--- config.mk ---
export PLATFORM = sky130hd
export DESIGN_NAME = p4_user_extern_axis_bridge_flat
export DESIGN_NICKNAME = d
export VERILOG_FILES = /design/src/rtl/p4_ue_bridge_pkg.sv /design/src/rtl/axis_int.sv /design/src/rtl/p4_ue_bridge_fifo.sv /design/src/rtl/p4_user_extern_axis_bridge.sv /design/src/flat_wrapper.sv
export SDC_FILE = /design/constraint.sdc
export NUM_CORES = 2
export LEC_CHECK = 0
export ABC_CLOCK_PERIOD_IN_PS = 17650
export CORE_MARGIN = 1
export CORE_UTILIZATION = 54
export DETAILED_ROUTE_END_ITERATION = 10
export GPL_ROUTABILITY_DRIVEN = 0
export PLACE_DENSITY_LB_ADDON = 0.3
export SETUP_SLACK_MARGIN = 0.2
export SKIP_LAST_GASP = 1
export SLEW_MARGIN = 20
export SYNTH_ARGS = -nofsm -noshare
export SYNTH_HDL_FRONTEND = slang
export SYNTH_HIERARCHICAL = 1
export SYNTH_SLANG_ARGS = --single-unit
--- constraint.sdc ---
create_clock -name clk -period 17.65 [get_ports clk]
set_input_delay 3.53 -clock clk [delete_from_list [all_inputs] [get_ports clk]]
set_output_delay 3.53 -clock clk [all_outputs]
set_load 0.1 [all_outputs]
--- src/rtl/p4_ue_bridge_pkg.sv ---
// Shared types for the VNP4 user-extern to AXI-Stream bridge.
// Order tags, response FSM states and counter width.
package p4_ue_bridge_pkg;

    typedef enum logic {
        UE_TAG_NORMAL,
        UE_TAG_DROPPED
    } ue_tag_t;

    typedef enum logic [1:0] {
        IDLE,
        WAIT_ENG,
        DROP
    } resp_state_t;

    localparam int UE_COUNTER_BITS = 32;

endpackage

--- src/rtl/axis_int.sv ---
// Minimal AXI-Stream bundle with master/slave views.
// Single-clock use: the owning block's clock times every beat.
interface AXIS_int #(
    parameter int DATA_BYTES = 1
);
    logic [DATA_BYTES*8-1:0] tdata;
    logic [DATA_BYTES-1:0]   tkeep;
    logic                    tlast;
    logic                    tvalid;
    logic                    tready;

    modport Master (
        output tdata, tkeep, tlast, tvalid,
        input  tready
    );

    modport Slave (
        input  tdata, tkeep, tlast, tvalid,
        output tready
    );
endinterface

--- src/rtl/p4_ue_bridge_fifo.sv ---
// First-word-fall-through FIFO with registered occupancy.
// Full/empty come from the registered level, so a pop never frees room for a same-cycle push.
module p4_ue_bridge_fifo #(
    parameter int WIDTH = 8,
    parameter int DEPTH = 16
) (
    input  logic                   clk,
    input  logic                   rst_n,
    input  logic                   push,
    input  logic [WIDTH-1:0]       push_data,
    input  logic                   pop,
    output logic [WIDTH-1:0]       pop_data,
    output logic                   empty,
    output logic                   full,
    output logic [$clog2(DEPTH):0] level
);
    localparam int AW = $clog2(DEPTH);
    localparam int LW = AW + 1;

    logic [WIDTH-1:0] mem [DEPTH];
    logic [AW-1:0]    wr_ptr;
    logic [AW-1:0]    rd_ptr;
    logic             do_push;
    logic             do_pop;

    assign full     = level == LW'(DEPTH);
    assign empty    = level == '0;
    assign do_push  = push && !full;
    assign do_pop   = pop && !empty;
    assign pop_data = mem[rd_ptr];

    always_ff @(posedge clk or negedge rst_n) begin
        if (!rst_n) begin
            wr_ptr <= '0;
            rd_ptr <= '0;
            level  <= '0;
        end else begin
            if (do_push) wr_ptr <= wr_ptr + AW'(1);
            if (do_pop)  rd_ptr <= rd_ptr + AW'(1);
            level <= level + LW'(do_push) - LW'(do_pop);
        end
    end

    always_ff @(posedge clk) begin
        if (do_push) mem[wr_ptr] <= push_data;
    end

endmodule

--- src/rtl/p4_user_extern_axis_bridge.sv ---
// VNP4 user-extern to AXI-Stream engine bridge with in-order responses and drop-on-overflow.
// Optional counters: define P4_UE_BRIDGE_COUNTERS_EN.
import p4_ue_bridge_pkg::*;

module p4_user_extern_axis_bridge #(
    parameter int UE_IN_DATA_BITS  = 160,
    parameter int UE_OUT_DATA_BITS = 16,
    parameter int REQ_FIFO_DEPTH   = 16,
    parameter int MAX_OUTSTANDING  = 32,
    parameter logic [UE_OUT_DATA_BITS-1:0] DROP_RESP_VALUE = '0
) (
    input  logic                               clk,
    input  logic                               aresetn,
    input  logic [UE_IN_DATA_BITS-1:0]         ue_req_data,
    input  logic                               ue_req_valid,
    output logic [UE_OUT_DATA_BITS-1:0]        ue_resp_data,
    output logic                               ue_resp_valid,
    AXIS_int.Master                            axis_req,
    AXIS_int.Slave                             axis_resp,
    output logic                               overflow,
    output logic                               order_lost,
    input  logic                               clear_sticky,
    output logic [$clog2(REQ_FIFO_DEPTH):0]    req_level,
    output logic [$clog2(MAX_OUTSTANDING):0]   outstanding,
    output logic [UE_COUNTER_BITS-1:0]         req_count,
    output logic [UE_COUNTER_BITS-1:0]         drop_count,
    output logic [UE_COUNTER_BITS-1:0]         resp_count
);
    logic                       req_full;
    logic                       req_empty;
    logic                       req_push;
    logic                       req_pop;
    logic [UE_IN_DATA_BITS-1:0] req_head;

    logic        tag_full;
    logic        tag_empty;
    logic        tag_push;
    logic        tag_pop;
    logic [0:0]  tag_head_raw;
    ue_tag_t     tag_head;
    ue_tag_t     tag_in;

    logic        drop_set;
    logic        lost_set;
    logic        resp_hs;
    resp_state_t state;
    logic        unused_resp_bits;

    assign tag_push = ue_req_valid && !tag_full;
    assign req_push = tag_push && !req_full;
    assign tag_in   = req_full ? UE_TAG_DROPPED : UE_TAG_NORMAL;
    assign drop_set = tag_push && req_full;
    assign lost_set = ue_req_valid && tag_full;

    p4_ue_bridge_fifo #(
        .WIDTH (UE_IN_DATA_BITS),
        .DEPTH (REQ_FIFO_DEPTH)
    ) u_req_fifo (
        .clk       (clk),
        .rst_n     (aresetn),
        .push      (req_push),
        .push_data (ue_req_data),
        .pop       (req_pop),
        .pop_data  (req_head),
        .empty     (req_empty),
        .full      (req_full),
        .level     (req_level)
    );

    p4_ue_bridge_fifo #(
        .WIDTH (1),
        .DEPTH (MAX_OUTSTANDING)
    ) u_tag_fifo (
        .clk       (clk),
        .rst_n     (aresetn),
        .push      (tag_push),
        .push_data (tag_in),
        .pop       (tag_pop),
        .pop_data  (tag_head_raw),
        .empty     (tag_empty),
        .full      (tag_full),
        .level     (outstanding)
    );

    always_comb begin
        axis_req.tdata = '0;
        axis_req.tdata[UE_IN_DATA_BITS-1:0] = req_head;
    end

    assign axis_req.tkeep  = '1;
    assign axis_req.tlast  = 1'b1;
    assign axis_req.tvalid = !req_empty;
    assign req_pop         = axis_req.tvalid && axis_req.tready;

    // The tag FIFO head is the FSM state, so a new head is served the very next cycle.
    assign tag_head = ue_tag_t'(tag_head_raw);

    always_comb begin
        if (tag_empty) begin
            state = IDLE;
        end else if (tag_head == UE_TAG_DROPPED) begin
            state = DROP;
        end else begin
            state = WAIT_ENG;
        end
    end

    assign axis_resp.tready = state == WAIT_ENG;
    assign resp_hs          = (state == WAIT_ENG) && axis_resp.tvalid;
    assign tag_pop          = resp_hs || (state == DROP);

    // tlast, tkeep and bits above the response field carry no meaning here.
    assign unused_resp_bits = &{1'b0, axis_resp.tdata, axis_resp.tkeep, axis_resp.tlast};

    always_ff @(posedge clk or negedge aresetn) begin
        if (!aresetn) begin
            ue_resp_valid <= 1'b0;
            ue_resp_data  <= '0;
        end else begin
            ue_resp_valid <= tag_pop;
            if (state == DROP) begin
                ue_resp_data <= DROP_RESP_VALUE;
            end else if (resp_hs) begin
                ue_resp_data <= axis_resp.tdata[UE_OUT_DATA_BITS-1:0];
            end
        end
    end

    always_ff @(posedge clk or negedge aresetn) begin
        if (!aresetn) begin
            overflow   <= 1'b0;
            order_lost <= 1'b0;
        end else begin
            if (drop_set) begin
                overflow <= 1'b1;
            end else if (clear_sticky) begin
                overflow <= 1'b0;
            end
            if (lost_set) begin
                order_lost <= 1'b1;
            end else if (clear_sticky) begin
                order_lost <= 1'b0;
            end
        end
    end

`ifdef P4_UE_BRIDGE_COUNTERS_EN
    logic [UE_COUNTER_BITS-1:0] req_cnt;
    logic [UE_COUNTER_BITS-1:0] drop_cnt;
    logic [UE_COUNTER_BITS-1:0] resp_cnt;

    always_ff @(posedge clk or negedge aresetn) begin
        if (!aresetn) begin
            req_cnt  <= '0;
            drop_cnt <= '0;
            resp_cnt <= '0;
        end else begin
            if (ue_req_valid && req_cnt != '1) begin
                req_cnt <= req_cnt + UE_COUNTER_BITS'(1);
            end
            if ((drop_set || lost_set) && drop_cnt != '1) begin
                drop_cnt <= drop_cnt + UE_COUNTER_BITS'(1);
            end
            if (ue_resp_valid && resp_cnt != '1) begin
                resp_cnt <= resp_cnt + UE_COUNTER_BITS'(1);
            end
        end
    end

    assign req_count  = req_cnt;
    assign drop_count = drop_cnt;
    assign resp_count = resp_cnt;
`else
    assign req_count  = '0;
    assign drop_count = '0;
    assign resp_count = '0;
`endif

endmodule

--- src/flat_wrapper.sv ---
// flat-port wrapper written by rule: the top's interface ports become plain ports
module p4_user_extern_axis_bridge_flat 
#(
    parameter int UE_IN_DATA_BITS  = 160,
    parameter int UE_OUT_DATA_BITS = 16,
    parameter int REQ_FIFO_DEPTH   = 16,
    parameter int MAX_OUTSTANDING  = 32,
    parameter logic [UE_OUT_DATA_BITS-1:0] DROP_RESP_VALUE = '0
)
  (clk, aresetn, ue_req_data, ue_req_valid, ue_resp_data, ue_resp_valid, overflow, order_lost, clear_sticky, req_level, outstanding, req_count, drop_count, resp_count, axis_req_tdata, axis_req_tkeep, axis_req_tlast, axis_req_tvalid, axis_req_tready, axis_resp_tdata, axis_resp_tkeep, axis_resp_tlast, axis_resp_tvalid, axis_resp_tready);
  AXIS_int #(.DATA_BYTES(20)) axis_req_i ();
  AXIS_int #(.DATA_BYTES(2)) axis_resp_i ();
  input  logic clk;
  input  logic aresetn;
  input  logic [UE_IN_DATA_BITS-1:0] ue_req_data;
  input  logic ue_req_valid;
  output logic [UE_OUT_DATA_BITS-1:0] ue_resp_data;
  output logic ue_resp_valid;
  output logic overflow;
  output logic order_lost;
  input  logic clear_sticky;
  output logic [$clog2(REQ_FIFO_DEPTH):0] req_level;
  output logic [$clog2(MAX_OUTSTANDING):0] outstanding;
  output logic [UE_COUNTER_BITS-1:0] req_count;
  output logic [UE_COUNTER_BITS-1:0] drop_count;
  output logic [UE_COUNTER_BITS-1:0] resp_count;
  output wire logic [$bits(axis_req_i.tdata)-1:0] axis_req_tdata;
  output wire logic [$bits(axis_req_i.tkeep)-1:0] axis_req_tkeep;
  output wire logic [$bits(axis_req_i.tlast)-1:0] axis_req_tlast;
  output wire logic [$bits(axis_req_i.tvalid)-1:0] axis_req_tvalid;
  input wire logic [$bits(axis_req_i.tready)-1:0] axis_req_tready;
  input wire logic [$bits(axis_resp_i.tdata)-1:0] axis_resp_tdata;
  input wire logic [$bits(axis_resp_i.tkeep)-1:0] axis_resp_tkeep;
  input wire logic [$bits(axis_resp_i.tlast)-1:0] axis_resp_tlast;
  input wire logic [$bits(axis_resp_i.tvalid)-1:0] axis_resp_tvalid;
  output wire logic [$bits(axis_resp_i.tready)-1:0] axis_resp_tready;
  assign axis_req_tdata = axis_req_i.tdata;
  assign axis_req_tkeep = axis_req_i.tkeep;
  assign axis_req_tlast = axis_req_i.tlast;
  assign axis_req_tvalid = axis_req_i.tvalid;
  assign axis_req_i.tready = axis_req_tready;
  assign axis_resp_i.tdata = axis_resp_tdata;
  assign axis_resp_i.tkeep = axis_resp_tkeep;
  assign axis_resp_i.tlast = axis_resp_tlast;
  assign axis_resp_i.tvalid = axis_resp_tvalid;
  assign axis_resp_tready = axis_resp_i.tready;
  p4_user_extern_axis_bridge #(.UE_IN_DATA_BITS(UE_IN_DATA_BITS), .UE_OUT_DATA_BITS(UE_OUT_DATA_BITS), .REQ_FIFO_DEPTH(REQ_FIFO_DEPTH), .MAX_OUTSTANDING(MAX_OUTSTANDING), .DROP_RESP_VALUE(DROP_RESP_VALUE)) u_core (.clk(clk), .aresetn(aresetn), .ue_req_data(ue_req_data), .ue_req_valid(ue_req_valid), .ue_resp_data(ue_resp_data), .ue_resp_valid(ue_resp_valid), .axis_req(axis_req_i), .axis_resp(axis_resp_i), .overflow(overflow), .order_lost(order_lost), .clear_sticky(clear_sticky), .req_level(req_level), .outstanding(outstanding), .req_count(req_count), .drop_count(drop_count), .resp_count(resp_count));
endmodule
==> impl.org <==
** Synthesis
- After synthesis, the share of cell area in mux cells is 0.135.
- By instance count, the leading cell after synthesis is sky130_fd_sc_hd__edfxtp_1.
- Per-instance average area after synthesis :: 20.2 um^2
- Seq/Total Area, Yosys :: 0.769
- Counting instances in the post-synthesis netlist gives the leading cell types as 2592 x sky130_fd_sc_hd__edfxtp_1, 641 x sky130_fd_sc_hd__mux2i_1, 321 x sky130_fd_sc_hd__mux4_2.
- Synth area leader :: sky130_fd_sc_hd__edfxtp_1
- Yosys warning total :: 6
- Of the post-synthesis cell area, the dominant cell type holds 0.758.
- Count of flip-flops with a built-in enable after synthesis :: 2592
- In this run, synthesis produced a sequential element count of 2640.
- For this run, the leading register cell type out of synthesis is sky130_fd_sc_hd__edfxtp_1.
- By area the synthesized netlist is led by sky130_fd_sc_hd__edfxtp_1 76%, sky130_fd_sc_hd__mux4_2 7.0%, sky130_fd_sc_hd__mux2i_1 6.2%.
- Post-synthesis instance total :: 5078
- Xor-xnor portion of the synthesized cell area :: 0.00179
- Largest family of logic cells by synthesized area :: multiplexers
- Of the total synthesized cell area, the portion taken by full adders, half adders and majority gates is 0.00343.
- Mapped cell area :: 0.103 mm^2
- Post-synthesis share of cell area spent on and, or, nand and nor gates :: 0.0128
- Compound-cell area share of the yosys netlist :: 0.0535
- FFs w/ async S/R, synth :: 0.0182
- The netlist uses 53 different library cells.

** STA
- The number of hold violations in the final report came to 0.
- Based on the critical path, the design can be clocked at up to 97.0 MHz.
- Unrepaired setup endpoints after global routing :: no
- Final Skew :: 60.7 ps
- Final period utilization :: 0.584
- Setup violations remaining at the end of the flow were counted as 0.
- On the final layout, the worst hold slack is 513 ps.
- At the pin with the least slew margin, the transition time is 1220 ps.
- In this run the tightest slew margin relative to its limit is 0.188.
- Final critical-path setup slack :: 7340 ps
- The number of max-slew violations in the final report was 0.
- Total Negative Setup Slacks :: 0 ps
- The worst path needs 10310 ps of the cycle, external delays included.

** Route
- Residual antenna-violating net count after detailed routing :: 0
- For this run, design rule violations remaining after detail routing come to 0.
- The detailed router finished its first iteration with 4364 violations.
- For this block, the routed nets add up to 235000 um of wire.
- The first detailed-routing pass ran for 5 iterations.
- After detailed routing, the average wire length per cell comes to 28.5 um.
- Via density per instance :: 6.24
- The final route contains 51379 vias.

** GRT
- Layer carrying the most global-route usage :: met2
- Overall fraction of global-route tracks in use :: 0.243
- After global routing the overflow that remains totals 0.
- Entering global routing, the biggest net connects 157 pins.
- Met2 Usage GRT :: 0.400
- Met3 demand-to-capacity share in global routing :: 0.0414
- Antenna violations before repair :: 41
- Vias in the first global route :: 51308
- Wire length of the first global-routing pass :: 340000 um
- Met1 capacity usage during global routing :: 0.322

** Min path
- The min-delay analysis places its worst path in the category reg2reg.
- The worst hold path begins at u_core/ue_resp_data[12].
- End point of the worst hold path :: u_core/ue_resp_data[12]
- Hold Path Depth :: 2

** Setup path
- Crit Path Class :: reg2out
- End of the worst register-to-register path :: u_core/u_req_fifo/mem[6][68]
- Worst EP required :: 14120 ps
- Maximum fanout along the worst path :: 58
- Measured in cells, the most critical reg-to-reg path has a length of 11.
- CP top delay family :: buffers and inverters
- Cell type of the slowest stage on the worst timing path :: sky130_fd_sc_hd__clkdlybuf4s50_1
- STA classifies the critical path startpoint as a flop.
- Critical Path Sink Type :: output port
- The cell that appears most often on the critical path is sky130_fd_sc_hd__buf_4.
- In this run the critical register-to-register path is launched from u_core/u_tag_fifo/level[2].
- Number of buffer and inverter instances along the worst setup path :: 4
- Cell-by-cell trace of the critical path :: buf_4 -> buf_4 -> buf_4 -> mux2i_1 -> a221oi_1 -> o21ai_0 -> nand2_1 -> clkdlybuf4s50_1
- For this run, the slowest stage of the critical path takes 1140 ps.
- At the worst endpoint, the arrival time is 6780 ps.
- Reg2Reg Setup Slack :: 11800 ps

** Place
- Post-detail-place hpwl :: 114000 um
- Worst slack at placement :: 8200 ps
- Port buffering added 373 buffers.
- After detailed placement, the design holds a cell count of 7740.

** Clocking
- Count of hold-fix buffers inserted at cts :: 0
- Clock tree sinks :: 2640
- The clock passes through at most 4 buffers.
- CTS clk-pin slew, worst paths :: 60 ps
- Root Buffer Master :: sky130_fd_sc_hd__clkbuf_16
- Clock tree from TritonCTS :: done
- The clock reaches the later pin of the worst-skew pair after 920 ps.
- The H-tree generated during clock tree synthesis spans 5 levels.
- In this run the post-CTS setup repair buffer count came out at 0.
- Number of gates resized after cts :: 0
- Counting the buffers created by CTS gives 282.

** Floorplanning
- Measured along the y axis, the die boundary spans 438 um.
- Core region area :: 0.188 mm^2
- 494 I/O pins were placed.
- Site Rows :: 159
- The die covers 0.192 mm^2.
- The initial utilization of the core area, before any placement, comes to 0.545.
- The die is 438 um wide.

** Power
- Overall power consumption after layout is estimated at 0.0229 W.
- VDD sags by at most 219 uV.
- Standby leakage power :: 39.0 nW
- For this design the ratio of total power to cell area is 195 mW/mm^2.

** Run status
- Outcome :: completed

** Final layout
- Once layout is complete, the cells apart from fillers number 8233.
- From synthesis to final layout, the design area changed by 14.2%.
- After the last flow step, the layout net total stands at 5741.
- In the final layout, the share of cells above drive strength 1 is 0.156.

** Job
- The tool flagged a number of max-cap violations equal to 0.
-- sequential cells by signal (all words and copies together), names as in the netlist --
register,count
u_core/u_tag_fifo/mem,32
u_core/u_tag_fifo/level,6
u_core/u_req_fifo/level,5
u_core/order_lost,1
u_core/u_req_fifo/wr_ptr,4
u_core/u_tag_fifo/rd_ptr,5
u_core/ue_resp_data,16
u_core/u_req_fifo/rd_ptr,4
u_core/overflow,1
u_core/ue_resp_valid,1
u_core/u_tag_fifo/wr_ptr,5
u_core/u_req_fifo/mem,2560
-- worst max-delay path by stage --
stage | start | endpoint | slack [ps] | depth (start not counted)
floorplan | ue_req_valid | u_core/u_req_fifo/mem[0][0] | -2680 | 6
detailed placement | u_core/u_req_fifo/rd_ptr[0] | axis_req_tdata[50] | 8200 | 8
CTS | u_core/u_req_fifo/rd_ptr[0] | axis_req_tdata[50] | 7190 | 8
global placement | u_core/u_req_fifo/rd_ptr[0] | axis_req_tdata[50] | 8270 | 8
finish | u_core/u_req_fifo/rd_ptr[0] | axis_req_tdata[50] | 7340 | 8
global route | u_core/u_req_fifo/rd_ptr[0] | axis_req_tdata[50] | 6920 | 8
-- layout make-up --
cell class | count | area (um^2)
antenna | 24 | 60.1
clock buffer | 351 | 7490
clock inverter | 118 | 1120
fill | 12720 | 71100
inverter | 45 | 176
multi-input combinational | 2102 | 21800
sequential | 2640 | 79100
tap | 2495 | 3120
timing repair buffer | 458 | 4490
-- cell usage in the layout (no fill, tap or decap), drive strengths merged, types with 5 or more instances in the layout --
master         Yosys  routed
edfxtp          2592    2592
mux2i            641     641
clkdlybuf4s50      0     361
clkbuf           124     351
mux4             328     328
a221oi           320     320
nand2            186     186
o21ai            162     162
a22oi            160     160
conb               2     117
buf              282      97
clkinv             0      88
inv               45      49
dfrtp             48      48
nor2              41      41
ha                25      25
diode              0      24
bufinv             0      22
nand3b            19      19
o221ai            16      16
xnor2             15      15
nor2b             10      10
and2               9       9
xor2               6       6
nor4               5       5
nand4              5       5
-- where the power goes --
group	internal (W)	total [W]	switching, W
clock network	0.00331	0.00558	0.00227
logic	0.00266	0.00948	0.00683
registers	0.00757	0.00782	0.000252
-- metrics by stage --
step | instance area [um^2] | util
after global placement | 109000 | 0.577
after floorplan | 103000 | -
after global routing | 117000 | 0.623
after detailed placement | 109000 | 0.577
final | 117000 | 0.623
after CTS | 117000 | 0.622
-- cell families (layout without fill, tap and decap cells) --
logic type,after synthesis,in the layout
buffers and inverters,451,972
xor gates and xnor gates,21,21
adders and majority gates,27,27
and+or+nand+nor,293,293
AOI/OAI and AO/OA,671,671
muxes,973,973
DFF,2640,2640
other,2,141
-- worst reg2reg max path, stage by stage (launching register included) --
cell	delay (ps)
sky130_fd_sc_hd__dfrtp_1	400
sky130_fd_sc_hd__inv_1	110
sky130_fd_sc_hd__ha_1	240
sky130_fd_sc_hd__and4bb_2	260
sky130_fd_sc_hd__nor2b_1	170
sky130_fd_sc_hd__nor2b_1	250
sky130_fd_sc_hd__nor2b_1	630
sky130_fd_sc_hd__inv_1	410
sky130_fd_sc_hd__nor3b_1	500
sky130_fd_sc_hd__and2_4	810
sky130_fd_sc_hd__buf_4	770
sky130_fd_sc_hd__buf_4	900
-- per-layer routing --
layer	vias to the layer above	wire length (um)
met4	22	8620
met5	-	142
met2	2140	117000
li1	21817	-
met3	469	16300
met1	26931	92400
(Power assumes the default switching activity.)
